## src/rtl/alu_ctrl_pipe.sv

```systemverilog
// Registered, flow-controlled MIPS ALU control decoder with a multi-cycle MULT/DIV sequencer.
// Optional saturating illegal-op counter enabled by defining ALU_CTRL_ERRCNT_EN.
module alu_ctrl_pipe #(
    parameter int CTRL_W    = 4,
    parameter int FUNCT_W   = 6,
    parameter int MD_CYCLES = 4,
    parameter int ERRCNT_W  = 8
) (
    input  logic                clk,
    input  logic                rst,
    input  logic                in_valid,
    output logic                in_ready,
    input  logic [1:0]          alu_op,
    input  logic [FUNCT_W-1:0]  funct,
    output logic                out_valid,
    input  logic                out_ready,
    output logic [CTRL_W-1:0]   out_ctrl,
    output logic                out_err,
    output logic                md_busy
`ifdef ALU_CTRL_ERRCNT_EN
    ,
    output logic [ERRCNT_W-1:0] err_count
`endif
);

    localparam int CNT_W = (MD_CYCLES > 1) ? $clog2(MD_CYCLES) : 1;

    localparam logic [FUNCT_W-1:0] FUNCT_ADD  = FUNCT_W'(6'b100000);
    localparam logic [FUNCT_W-1:0] FUNCT_SUB  = FUNCT_W'(6'b100010);
    localparam logic [FUNCT_W-1:0] FUNCT_AND  = FUNCT_W'(6'b100100);
    localparam logic [FUNCT_W-1:0] FUNCT_OR   = FUNCT_W'(6'b100101);
    localparam logic [FUNCT_W-1:0] FUNCT_NOR  = FUNCT_W'(6'b100111);
    localparam logic [FUNCT_W-1:0] FUNCT_SLT  = FUNCT_W'(6'b101010);
    localparam logic [FUNCT_W-1:0] FUNCT_MULT = FUNCT_W'(6'b011000);
    localparam logic [FUNCT_W-1:0] FUNCT_DIV  = FUNCT_W'(6'b011010);

    localparam logic [CTRL_W-1:0] CODE_AND  = CTRL_W'(4'b0000);
    localparam logic [CTRL_W-1:0] CODE_OR   = CTRL_W'(4'b0001);
    localparam logic [CTRL_W-1:0] CODE_ADD  = CTRL_W'(4'b0010);
    localparam logic [CTRL_W-1:0] CODE_SUB  = CTRL_W'(4'b0110);
    localparam logic [CTRL_W-1:0] CODE_SLT  = CTRL_W'(4'b0111);
    localparam logic [CTRL_W-1:0] CODE_MULT = CTRL_W'(4'b1000);
    localparam logic [CTRL_W-1:0] CODE_DIV  = CTRL_W'(4'b1001);
    localparam logic [CTRL_W-1:0] CODE_NOR  = CTRL_W'(4'b1100);
    localparam logic [CTRL_W-1:0] CODE_ILL  = CTRL_W'(4'b1110);

    typedef enum logic [0:0] {
        ST_IDLE    = 1'b0,
        ST_MD_WAIT = 1'b1
    } state_t;

    typedef struct packed {
        logic              err;
        logic              md;
        logic [CTRL_W-1:0] code;
    } dec_t;

    // Exact-match decode of ALUOp/funct; upper funct bits beyond the MIPS field must be zero.
    function automatic dec_t decode(input logic [1:0] op, input logic [FUNCT_W-1:0] f);
        dec_t d;
        d.err  = 1'b0;
        d.md   = 1'b0;
        d.code = CODE_ADD;
        if (op[1] == 1'b0) begin
            if (op[0] == 1'b1) begin
                d.code = CODE_SUB;
            end else begin
                d.code = CODE_ADD;
            end
        end else begin
            case (f)
                FUNCT_ADD:  d.code = CODE_ADD;
                FUNCT_SUB:  d.code = CODE_SUB;
                FUNCT_AND:  d.code = CODE_AND;
                FUNCT_OR:   d.code = CODE_OR;
                FUNCT_NOR:  d.code = CODE_NOR;
                FUNCT_SLT:  d.code = CODE_SLT;
                FUNCT_MULT: begin
                    d.code = CODE_MULT;
                    d.md   = 1'b1;
                end
                FUNCT_DIV: begin
                    d.code = CODE_DIV;
                    d.md   = 1'b1;
                end
                default: begin
                    d.code = CODE_ILL;
                    d.err  = 1'b1;
                end
            endcase
        end
        return d;
    endfunction

    state_t            state_q, state_d;
    logic [CNT_W-1:0]  cnt_q, cnt_d;
    logic [CTRL_W-1:0] md_code_q, md_code_d;
    logic              out_valid_q, out_valid_d;
    logic [CTRL_W-1:0] out_ctrl_q, out_ctrl_d;
    logic              out_err_q, out_err_d;
    logic              md_busy_q, md_busy_d;

    dec_t dec_s;
    logic in_ready_s;
    logic accept_s;

    // Handshake and decode of the current input word.
    always_comb begin
        dec_s      = decode(alu_op, funct);
        in_ready_s = (state_q == ST_IDLE) && (!out_valid_q || out_ready);
        accept_s   = in_valid && in_ready_s;
    end

    // Next-state logic for the sequencer and the output register.
    always_comb begin
        state_d     = state_q;
        cnt_d       = cnt_q;
        md_code_d   = md_code_q;
        out_ctrl_d  = out_ctrl_q;
        out_err_d   = out_err_q;
        md_busy_d   = md_busy_q;
        if (out_valid_q && out_ready) begin
            out_valid_d = 1'b0;
        end else begin
            out_valid_d = out_valid_q;
        end

        case (state_q)
            ST_IDLE: begin
                if (accept_s) begin
                    if (dec_s.md && (MD_CYCLES > 1)) begin
                        // Park the code until the multi-cycle op has had its full latency.
                        state_d   = ST_MD_WAIT;
                        cnt_d     = CNT_W'(MD_CYCLES - 1);
                        md_code_d = dec_s.code;
                        md_busy_d = 1'b1;
                    end else begin
                        out_valid_d = 1'b1;
                        out_ctrl_d  = dec_s.code;
                        out_err_d   = dec_s.err;
                    end
                end else begin
                    md_busy_d = 1'b0;
                end
            end
            ST_MD_WAIT: begin
                if (cnt_q == CNT_W'(1)) begin
                    // Output register is known to be empty: in_ready gated entry into this state.
                    state_d     = ST_IDLE;
                    cnt_d       = '0;
                    md_busy_d   = 1'b0;
                    out_valid_d = 1'b1;
                    out_ctrl_d  = md_code_q;
                    out_err_d   = 1'b0;
                end else begin
                    cnt_d = cnt_q - CNT_W'(1);
                end
            end
            default: begin
                state_d   = ST_IDLE;
                cnt_d     = '0;
                md_busy_d = 1'b0;
            end
        endcase
    end

    // State and output registers.
    always_ff @(posedge clk) begin
        if (rst) begin
            state_q     <= ST_IDLE;
            cnt_q       <= '0;
            md_code_q   <= '0;
            out_valid_q <= 1'b0;
            out_ctrl_q  <= '0;
            out_err_q   <= 1'b0;
            md_busy_q   <= 1'b0;
        end else begin
            state_q     <= state_d;
            cnt_q       <= cnt_d;
            md_code_q   <= md_code_d;
            out_valid_q <= out_valid_d;
            out_ctrl_q  <= out_ctrl_d;
            out_err_q   <= out_err_d;
            md_busy_q   <= md_busy_d;
        end
    end

`ifdef ALU_CTRL_ERRCNT_EN
    logic [ERRCNT_W-1:0] err_count_q, err_count_d;

    // Saturating count of accepted words that decoded as illegal.
    always_comb begin
        if (accept_s && dec_s.err && (err_count_q != {ERRCNT_W{1'b1}})) begin
            err_count_d = err_count_q + ERRCNT_W'(1);
        end else begin
            err_count_d = err_count_q;
        end
    end

    // Illegal-op counter register.
    always_ff @(posedge clk) begin
        if (rst) begin
            err_count_q <= '0;
        end else begin
            err_count_q <= err_count_d;
        end
    end

    assign err_count = err_count_q;
`endif

    assign in_ready  = in_ready_s;
    assign out_valid = out_valid_q;
    assign out_ctrl  = out_ctrl_q;
    assign out_err   = out_err_q;
    assign md_busy   = md_busy_q;

endmodule

```

## config.mk

```make
export PLATFORM = sky130hd
export DESIGN_NAME = alu_ctrl_pipe
export DESIGN_NICKNAME = d
export VERILOG_FILES = /design/src/rtl/alu_ctrl_pipe.sv
export SDC_FILE = /design/constraint.sdc
export NUM_CORES = 1
export LEC_CHECK = 0
export ABC_CLOCK_PERIOD_IN_PS = 1300
export CAP_MARGIN = 20
export CORE_MARGIN = 1
export CORE_UTILIZATION = 42
export DETAILED_ROUTE_END_ITERATION = 10
export PLACE_DENSITY = 0.71
export SYNTH_ARGS = -nofsm -noshare
export SYNTH_HDL_FRONTEND = slang
export SYNTH_SLANG_ARGS = --single-unit
```

## constraint.sdc

```tcl
create_clock -name clk -period 1.3 [get_ports clk]
set_input_delay 0.39 -clock clk [delete_from_list [all_inputs] [get_ports clk]]
set_output_delay 0.39 -clock clk [all_outputs]
set_load 0.005 [all_outputs]
```

==> summary.md, run 1 <==
| Metric | Value |
|---|---|
| P_leak | 0.000526 uW |
| GP Congestion | 0.860 |
| Via count of the first global-routing pass | 780 |
| RSZ-0062 raised after global routing | yes |
| CTS tree | done |
| Clk buf depth | 2 |
| Post-synth ARST share | 0% |
| Synth Register Bits | 14 |
| DRT Pass-1 Iters | 4 |
| Largest net degree at the start of global routing | 9 |
| Headroom to the max-slew limit | 88.3% |
| Synth top area share | 36.7% |
| CP Data Required Time | 0.91 ns |
| Total CTS buffers | 3 |
| Switching share of power | 26.2% |
| # DRC | 0 |
| NetSw | 263 uW |
| Final Hold Viols | 0 |
| Synthesized Nets | 98 |
| Synth Cell Area | 764 um2 |
| Util after Layout | 71.1% |
| Synthesized area per cell | 8.99 um2 |
| Skew final | 0.00373 ns |
| Failing checks | setup timing |
| Crit-path max FO | 2 |
| VDD IR max | 0.000473 V |
| Total internal power | 740 uW |
| Ant. Diodes | 0 |
| Die area | 1990 um2 |
| Top_reg_cell synth | dfxtp_1 |
| First-pass GRT wire length | 3.11 mm |
| Synth Instances | 85 |
| Worst hold path type | register to register |
| Tmin final | 1.40 ns |
| Final worst setup slack | -0.101 ns |
| Num rows | 15 |
| WL final | 1.89 mm |
| Core area | 1710 um2 |
| Layout Area Growth over Synthesis | 58.9% |
| Routed Antenna Nets | 0 |
| Setup TNS | -0.229 ns |
| Antenna violations before repair | 0 |
| DR vias/cell | 5.03 |
| Part of the power in the clock network | 32.0% |
| CP startpoint kind | register |
| Drt initial violations | 7 |
| WHS | 0.462 ns |
| CP max stage delay | 0.34 ns |
| Critical Setup Path Class | register to output pin |
| Most frequent cell after synthesis | dfxtp_1 |
| Global route overflow | 0 |
| IO Pins | 20 |
| Setup Viol. Count Final | 5 |
| Clock slew at reported path FFs | 0.09 ns |
| Via Count | 760 |
| Die Ht | 44.7 um |
| Worst EP arrival | 1.01 ns |
| Filler Cell Count | 145 |
| Sink Count | 14 |
| CTS H-tree lvls | 1 |
| Tot GR Track Use | 21.3% |
| Logic pwr share | 21.9% |
| Inst Count DP | 141 |
| WL per Instance | 12.5 um |
| Share of power burned in registers | 46.0% |
| Root buffer cell | clkbuf_4 |
| Number of synthesized flops with an enable pin | 0 |
| Die width | 44.7 um |
| Sequential-to-total area share from yosys stat | 36.7% |
| Ys Warns | 0 |
| Final period util | 108% |
| Final Slew Violations | 0 |
| Initial core utilization | 44.8% |
| Cell taking the most area after synthesis | dfxtp_1 |
| Status | complete, but fails checks |
| CP Cell Sequence | buf_6 -> nand2b_4 -> and2_1 -> buf_2 |
| IO Port Bufs | 19 |
| Post-Place Cell Area | 1090 um2 |
| Crit end category | output pin |
| Clk_lat worst skew | 0.29 ns |
| MaxCap Viol Count | 0 |
| FMAX | 714 MHz |
| Pwr dens | 825 nW/um2 |
| DPL Wire Length | 1.32 mm |
| Top post-synthesis cells by count | 14 x dfxtp_1, 9 x nor2_1, 5 x a21oi_1, 5 x nand2_1 |
| Final net count | 140 |
| Layout cells sized above 1 | 47.6% |
| Unique masters post-synth | 36 |
| Area contributors post-synth | dfxtp_1 37%, a211oi_2 6.5%, nor2_1 4.4% |
| Worst-margin pin slew | 0.171 ns |
| Critical-path top delay cell | dfxtp_2 |
| Final Cell Area | 1210 um2 |
| Final cell count without fillers | 151 |
[cells in the final DEF, fill, tap and decap left out, drive strengths merged, types with 3 or more instances in the layout]
cell	instances
a21oi	5
clkbuf	9
nand3	5
clkdlybuf4s15	3
dfxtp	14
nand2	5
buf	22
inv	5
nand2b	3
dlygate4sd2	7
nor2	11
a211oi	5
[registers in the layout, indices dropped and copies added (netlist names)]
| name | count |
|---|---|
| md_code_q | 4 |
| out_ctrl | 4 |
| cnt_q | 2 |
| md_busy | 1 |
| out_err | 1 |
| out_valid | 1 |
| state_q | 1 |
[logic make-up (layout without fill, tap and decap cells)]
logic type | Yosys count | after routing | synth area share, %
AO/OA/AOI/OAI | 22 | 22 | 24.4
XOR/XNOR | 1 | 1 | 1.15
adder cells (fa/ha/maj) | 1 | 1 | 1.64
buffers and inverters | 8 | 49 | 5.07
flip-flops | 14 | 14 | 36.7
multiplexers | 2 | 2 | 2.62
AND/OR/NAND/NOR | 37 | 37 | 28.5
[critical path: cells and delay by family (launching register included)]
| kind | cells | cell delay (ns) |
|---|---|---|
| buffers and inverters | 2 | 0.21 |
| AND/OR/NAND/NOR | 2 | 0.18 |
| flip-flops | 1 | 0.34 |
[repair_timing]
action | in CTS | in global routing
hold buffers | 0 | 0
gates resized for setup | 37 | 18
buffers inserted | 6 | 0
setup endpoints to repair | 22 | 10
pin swaps | 7 | 6
[path summary, 6_finish.rpt]
check | from | to | slack, ns | cells after the start
worst max-delay path | out_valid | in_ready | -0.10 | 4
worst min-delay path | out_err | out_err | 0.46 | 2
worst max register to register | out_valid | out_ctrl[1] | -0.06 | 7
worst min register to register | out_err | out_err | 0.46 | 2
[routing by layer]
metal | part of all wire [%] | global-route usage, % | vias up
met2 | 50 | 37.4 | 15
met1 | 46 | 25.5 | 351
met5 | 0 | 0 | -
met4 | 1.5 | 9.70 | 0
li1 | - | - | 390
met3 | 2.3 | 2.86 | 4
[power groups by stage]
stage                     sequential, uW  combinational, uW  clock (uW)
after detailed placement             464                202           0
after global routing                 463                237         351
final                                461                220         321
after CTS                            459                208         330
after global placement               463                200           0
after floorplan                      464               87.0           0
[cell type report]
type                       instances  area, um2  area share, %
sequential                        14        289           23.8
multi-input combinational         63        520           42.8
tap                               25       31.3           2.57
clock buffer                       4       36.3           2.99
inverter                           5       18.8           1.54
timing repair buffer              40        319           26.3
[stage by stage]
step / total power, uW / setup WS, ns
2_1_floorplan: 551 / -0.00218
3_5_place_dp: 665 / -0.652
5_1_grt: 1050 / -0.136
4_1_cts: 997 / -0.109
3_3_place_gp: 663 / -0.633
6_report: 1000 / -0.101
(Power assumes the default switching activity.)
==> run 2: changes to the inputs <==
--- a/config.mk
+++ b/config.mk
@@ -9,6 +9,7 @@
 export CAP_MARGIN = 20
 export CORE_MARGIN = 1
 export CORE_UTILIZATION = 42
+export CTS_CLUSTER_SIZE = 40
 export DETAILED_ROUTE_END_ITERATION = 10
 export PLACE_DENSITY = 0.71
 export SYNTH_ARGS = -nofsm -noshare
==> results of run 2 <==
The final DEF is identical to that of run 1; final timing and power are the same.
==> run 3: changes to the inputs <==
--- a/config.mk
+++ b/config.mk
@@ -5,10 +5,11 @@
 export SDC_FILE = /design/constraint.sdc
 export NUM_CORES = 1
 export LEC_CHECK = 0
+export ABC_AREA = 1
 export ABC_CLOCK_PERIOD_IN_PS = 1300
 export CAP_MARGIN = 20
 export CORE_MARGIN = 1
-export CORE_UTILIZATION = 42
+export CORE_UTILIZATION = 43
 export CTS_CLUSTER_SIZE = 40
 export DETAILED_ROUTE_END_ITERATION = 10
 export PLACE_DENSITY = 0.71
==> run 3 against run 2 <==
The flow still finishes with violations (setup timing). Critical path depth did not move. Sequential power barely moved. Flip-flop and latch count did not move. Highest routed layer is now met3. Clock power fell by 2%. Global-route usage rose by 1.1 points. Power rose by 3.1%. Combinational power rose by 18%. Critical path type unchanged. Worst setup slack improved by 0.070 ns. Largest cell class unchanged. Register-to-register slack improved by 0.11 ns. Core utilization rose by 1.7 points.
==> summary.md, run 3 <==
| Metric | Value |
|---|---|
| IO Pins | 20 (unchanged) |
| Sequential-to-total area share from yosys stat | 33.1% (was 36.7%) |
| CP Data Required Time | 0.91 ns (about the same) |
| Most frequent cells in the layout | 12 x nand2_1, 12 x buf_4, 11 x inv_1 (was 19 x buf_4, 7 x dfxtp_1, 7 x dlygate4sd2_1, 7 x dfxtp_2, 6 x nor2_1) |
| Post-Synth XOR/XNOR Area | 0% (was 1.15%) |
| Synth Area in Compound Gates | 14.5% (was 24.4%) |
| Ys Warns | 0 (unchanged) |
| Tot GR Track Use | 22.3% (was 21.3%) |
| Setup Viol. Count Final | 1 (was 5) |
| Unique masters post-synth | 27 (was 36) |
| Global route overflow | 0 (unchanged) |
| Area contributors post-synth | dfxtp_1 33%, a21oi_1 6.5%, inv_1 6.2% (was dfxtp_1 37%, a211oi_2 6.5%, nor2_1 4.4%) |
| Root buffer cell | clkbuf_4 (unchanged) |
| Worst Path Buf+Inv | 2 (unchanged) |
| RSZ-0062 raised after global routing | yes (unchanged) |
| Antenna violations before repair | 0 (unchanged) |
| Simple-Gate Fraction of Synth Area | 39.6% (was 28.5%) |
| Critical-path top delay cell | dfxtp_2 (unchanged) |
| CP startpoint kind | register (unchanged) |
| FMAX | 751 MHz (was 714 MHz) |
| First-pass GRT wire length | 3.37 mm (was 3.11 mm) |
| CTS tree | done (unchanged) |
| Final cell count without fillers | 173 (was 151) |
| Post-Synth Adder-Cell Area | 1.48% (was 1.64%) |
| Drt initial violations | 9 (was 7) |
| Total CTS buffers | 3 (unchanged) |
| Synth Instances | 112 (was 85) |
| Synth Register Bits | 14 (unchanged) |
| Cell taking the most area after synthesis | dfxtp_1 (unchanged) |
| DR vias/cell | 5.03 (about the same) |
| Skew final | 0.00143 ns (was 0.00373 ns) |
| # DRC | 0 (unchanged) |
| Largest net degree at the start of global routing | 9 (unchanged) |
| Worst-margin pin slew | 0.269 ns (was 0.171 ns) |
| Post-synth ARST share | 0% (unchanged) |
| Die Ht | 46.4 um (was 44.7 um) |
| VDD IR max | 0.000795 V (was 0.000473 V) |
| Pwr dens | 796 nW/um2 (was 825 nW/um2) |
| Final net count | 162 (was 140) |
| Sink Count | 14 (unchanged) |
| GP Congestion | 0.765 (was 0.860) |
| CTS H-tree lvls | 1 (unchanged) |
| Crit-path max FO | 2 (unchanged) |
| Post-Place Cell Area | 1110 um2 (was 1090 um2) |
| CP Cell Sequence | inv_2 -> nor2_4 -> nor2_4 -> buf_2 (was buf_6 -> nand2b_4 -> and2_1 -> buf_2) |
| P_leak | 0.000612 uW (was 0.000526 uW) |
| Layout Area Growth over Synthesis | 53.6% (was 58.9%) |
| MaxCap Viol Count | 0 (unchanged) |
| Crit end category | output pin (unchanged) |
| WL per Instance | 13.0 um (was 12.5 um) |
| CP delay by family, top | flip-flops (unchanged) |
| Final Hold Viols | 0 (unchanged) |
| Synth top area share | 33.1% (was 36.7%) |
| Worst EP arrival | 0.94 ns (was 1.01 ns) |
| Final Cell Area | 1300 um2 (was 1210 um2) |
| Synthesized Nets | 125 (was 98) |
| Tmin final | 1.33 ns (was 1.40 ns) |
| Mux cell area share after synthesis | 0% (was 2.62%) |
| Clk_lat worst skew | 0.28 ns (was 0.29 ns) |
| Final worst setup slack | -0.0312 ns (was -0.101 ns) |
| Via Count | 871 (was 760) |
| Critical Setup Path Class | register to output pin (unchanged) |
| Synth Cell Area | 846 um2 (was 764 um2) |
| Num rows | 15 (unchanged) |
| Status | complete, but fails checks (unchanged) |
| Headroom to the max-slew limit | 81.9% (was 88.3%) |
| Die width | 46.4 um (was 44.7 um) |
| Inst Count DP | 162 (was 141) |
| Clock slew at reported path FFs | 0.09 ns (about the same) |
| Ant. Diodes | 0 (unchanged) |
| Failing checks | setup timing (unchanged) |
| DPL Wire Length | 1.44 mm (was 1.32 mm) |
| DRT Pass-1 Iters | 4 (unchanged) |
| Clk buf depth | 2 (unchanged) |
| WL final | 2.24 mm (was 1.89 mm) |
| Top_reg_cell synth | dfxtp_1 (unchanged) |
| Via count of the first global-routing pass | 752 (was 780) |
| Final Slew Violations | 0 (unchanged) |
| Core area | 1780 um2 (was 1710 um2) |
| Layout cells sized above 1 | 50.7% (was 47.6%) |
| CP max stage delay | 0.34 ns (about the same) |
| Worst hold path type | register to register (unchanged) |
| Synthesized area per cell | 7.55 um2 (was 8.99 um2) |
| Initial core utilization | 47.4% (was 44.8%) |
| Final period util | 102% (was 108%) |
| Most Frequent Cell on Critical Path | nor2_4 |
| Top post-synthesis cells by count | 14 x dfxtp_1, 14 x inv_1, 14 x nand2_1 (was 14 x dfxtp_1, 9 x nor2_1, 5 x a21oi_1, 5 x nand2_1) |
| Die area | 2150 um2 (was 1990 um2) |
| Routed Antenna Nets | 0 (unchanged) |
| Largest family of logic cells by synthesized area | simple AND/OR/NAND/NOR gates (unchanged) |
| Number of synthesized flops with an enable pin | 0 (unchanged) |
| IO Port Bufs | 19 (unchanged) |
## run 3: changes by cell type in the layout (fill, tap and decap cells not counted), moves of 4 or more
cell	previous run	this run
a21oi_2	0	8
buf_4	19	12
a211oi_2	4	0
nand2_4	0	4
inv_2	2	8
inv_1	3	11
nand2_1	5	12
## run 3: repair_timing
item	4_1_cts	5_1_grt
gates resized for setup	41	25
hold buffers	0	0
cloned	1	0
endpoints found under the setup margin	22	10
pin swaps	13	9
buffers inserted	5	1
## run 3: metal layers
| metal | wire [um] | vias to the layer above | GRT usage, % |
|---|---|---|---|
| li1 | - | 441 | - |
| met5 | 0 | - | 0 |
| met3 | 94 | 0 | 6.27 |
| met4 | 0 | 0 | 1.76 |
| met1 | 933 | 406 | 26.8 |
| met2 | 1210 | 24 | 40.3 |
## run 3: cell families after synthesis
kind of cell | after synthesis
adders and majority gates | 1
buffers and inverters | 23
DFF | 14
and+or+nand+nor | 53
AOI/OAI and AO/OA | 21
## run 3: worst paths after layout
path | start | end | slack [ns] | depth (start not counted)
setup / recovery | out_valid | in_ready | -0.03 | 4
hold reg to reg | md_code_q[2] | md_code_q[2] | 0.46 | 2
setup reg to reg | state_q | md_busy | 0.05 | 7
hold / removal | md_code_q[2] | md_code_q[2] | 0.46 | 2
## run 3: power breakdown
| part | internal [uW] | leakage, uW | switching, uW | total, uW |
|---|---|---|---|---|
| Clock | 170 | 0.0000210 | 145 | 315 |
| Combinational | 122 | 0.000473 | 138 | 260 |
| Sequential | 449 | 0.000117 | 9.35 | 459 |
## run 3: cell type report
cell class / instances / area (um2)
Clock buffer: 4 / 36.3
Fill cell: 154 / 484
Inverter: 20 / 77.6
Multi-Input combinational cell: 76 / 574
Sequential cell: 14 / 293
Tap cell: 25 / 31.3
Timing Repair Buffer: 34 / 287
## run 3: through the flow
stage	power [uW]	util [%]	hold WS (ns)	setup WS [ns]	TNS, ns
2_1_floorplan	579	-	0.417	0.0796	0
3_3_place_gp	684	62.5	0.433	-0.575	-6.10
3_5_place_dp	691	62.5	0.437	-0.624	-6.66
4_1_cts	1010	69.3	0.450	-0.0557	-0.0557
5_1_grt	1090	72.8	0.489	-0.0807	-0.141
6_report	1030	72.8	0.464	-0.0312	-0.0312
## run 3: worst register-to-register path, cell delays in order, from the launching register on
cell and delay [ns]:
dfxtp_4 0.38, buf_6 0.15, inv_4 0.07, nor2_1 0.12, inv_2 0.09, buf_4 0.15, a21oi_1 0.13, a211oi_1 0.06
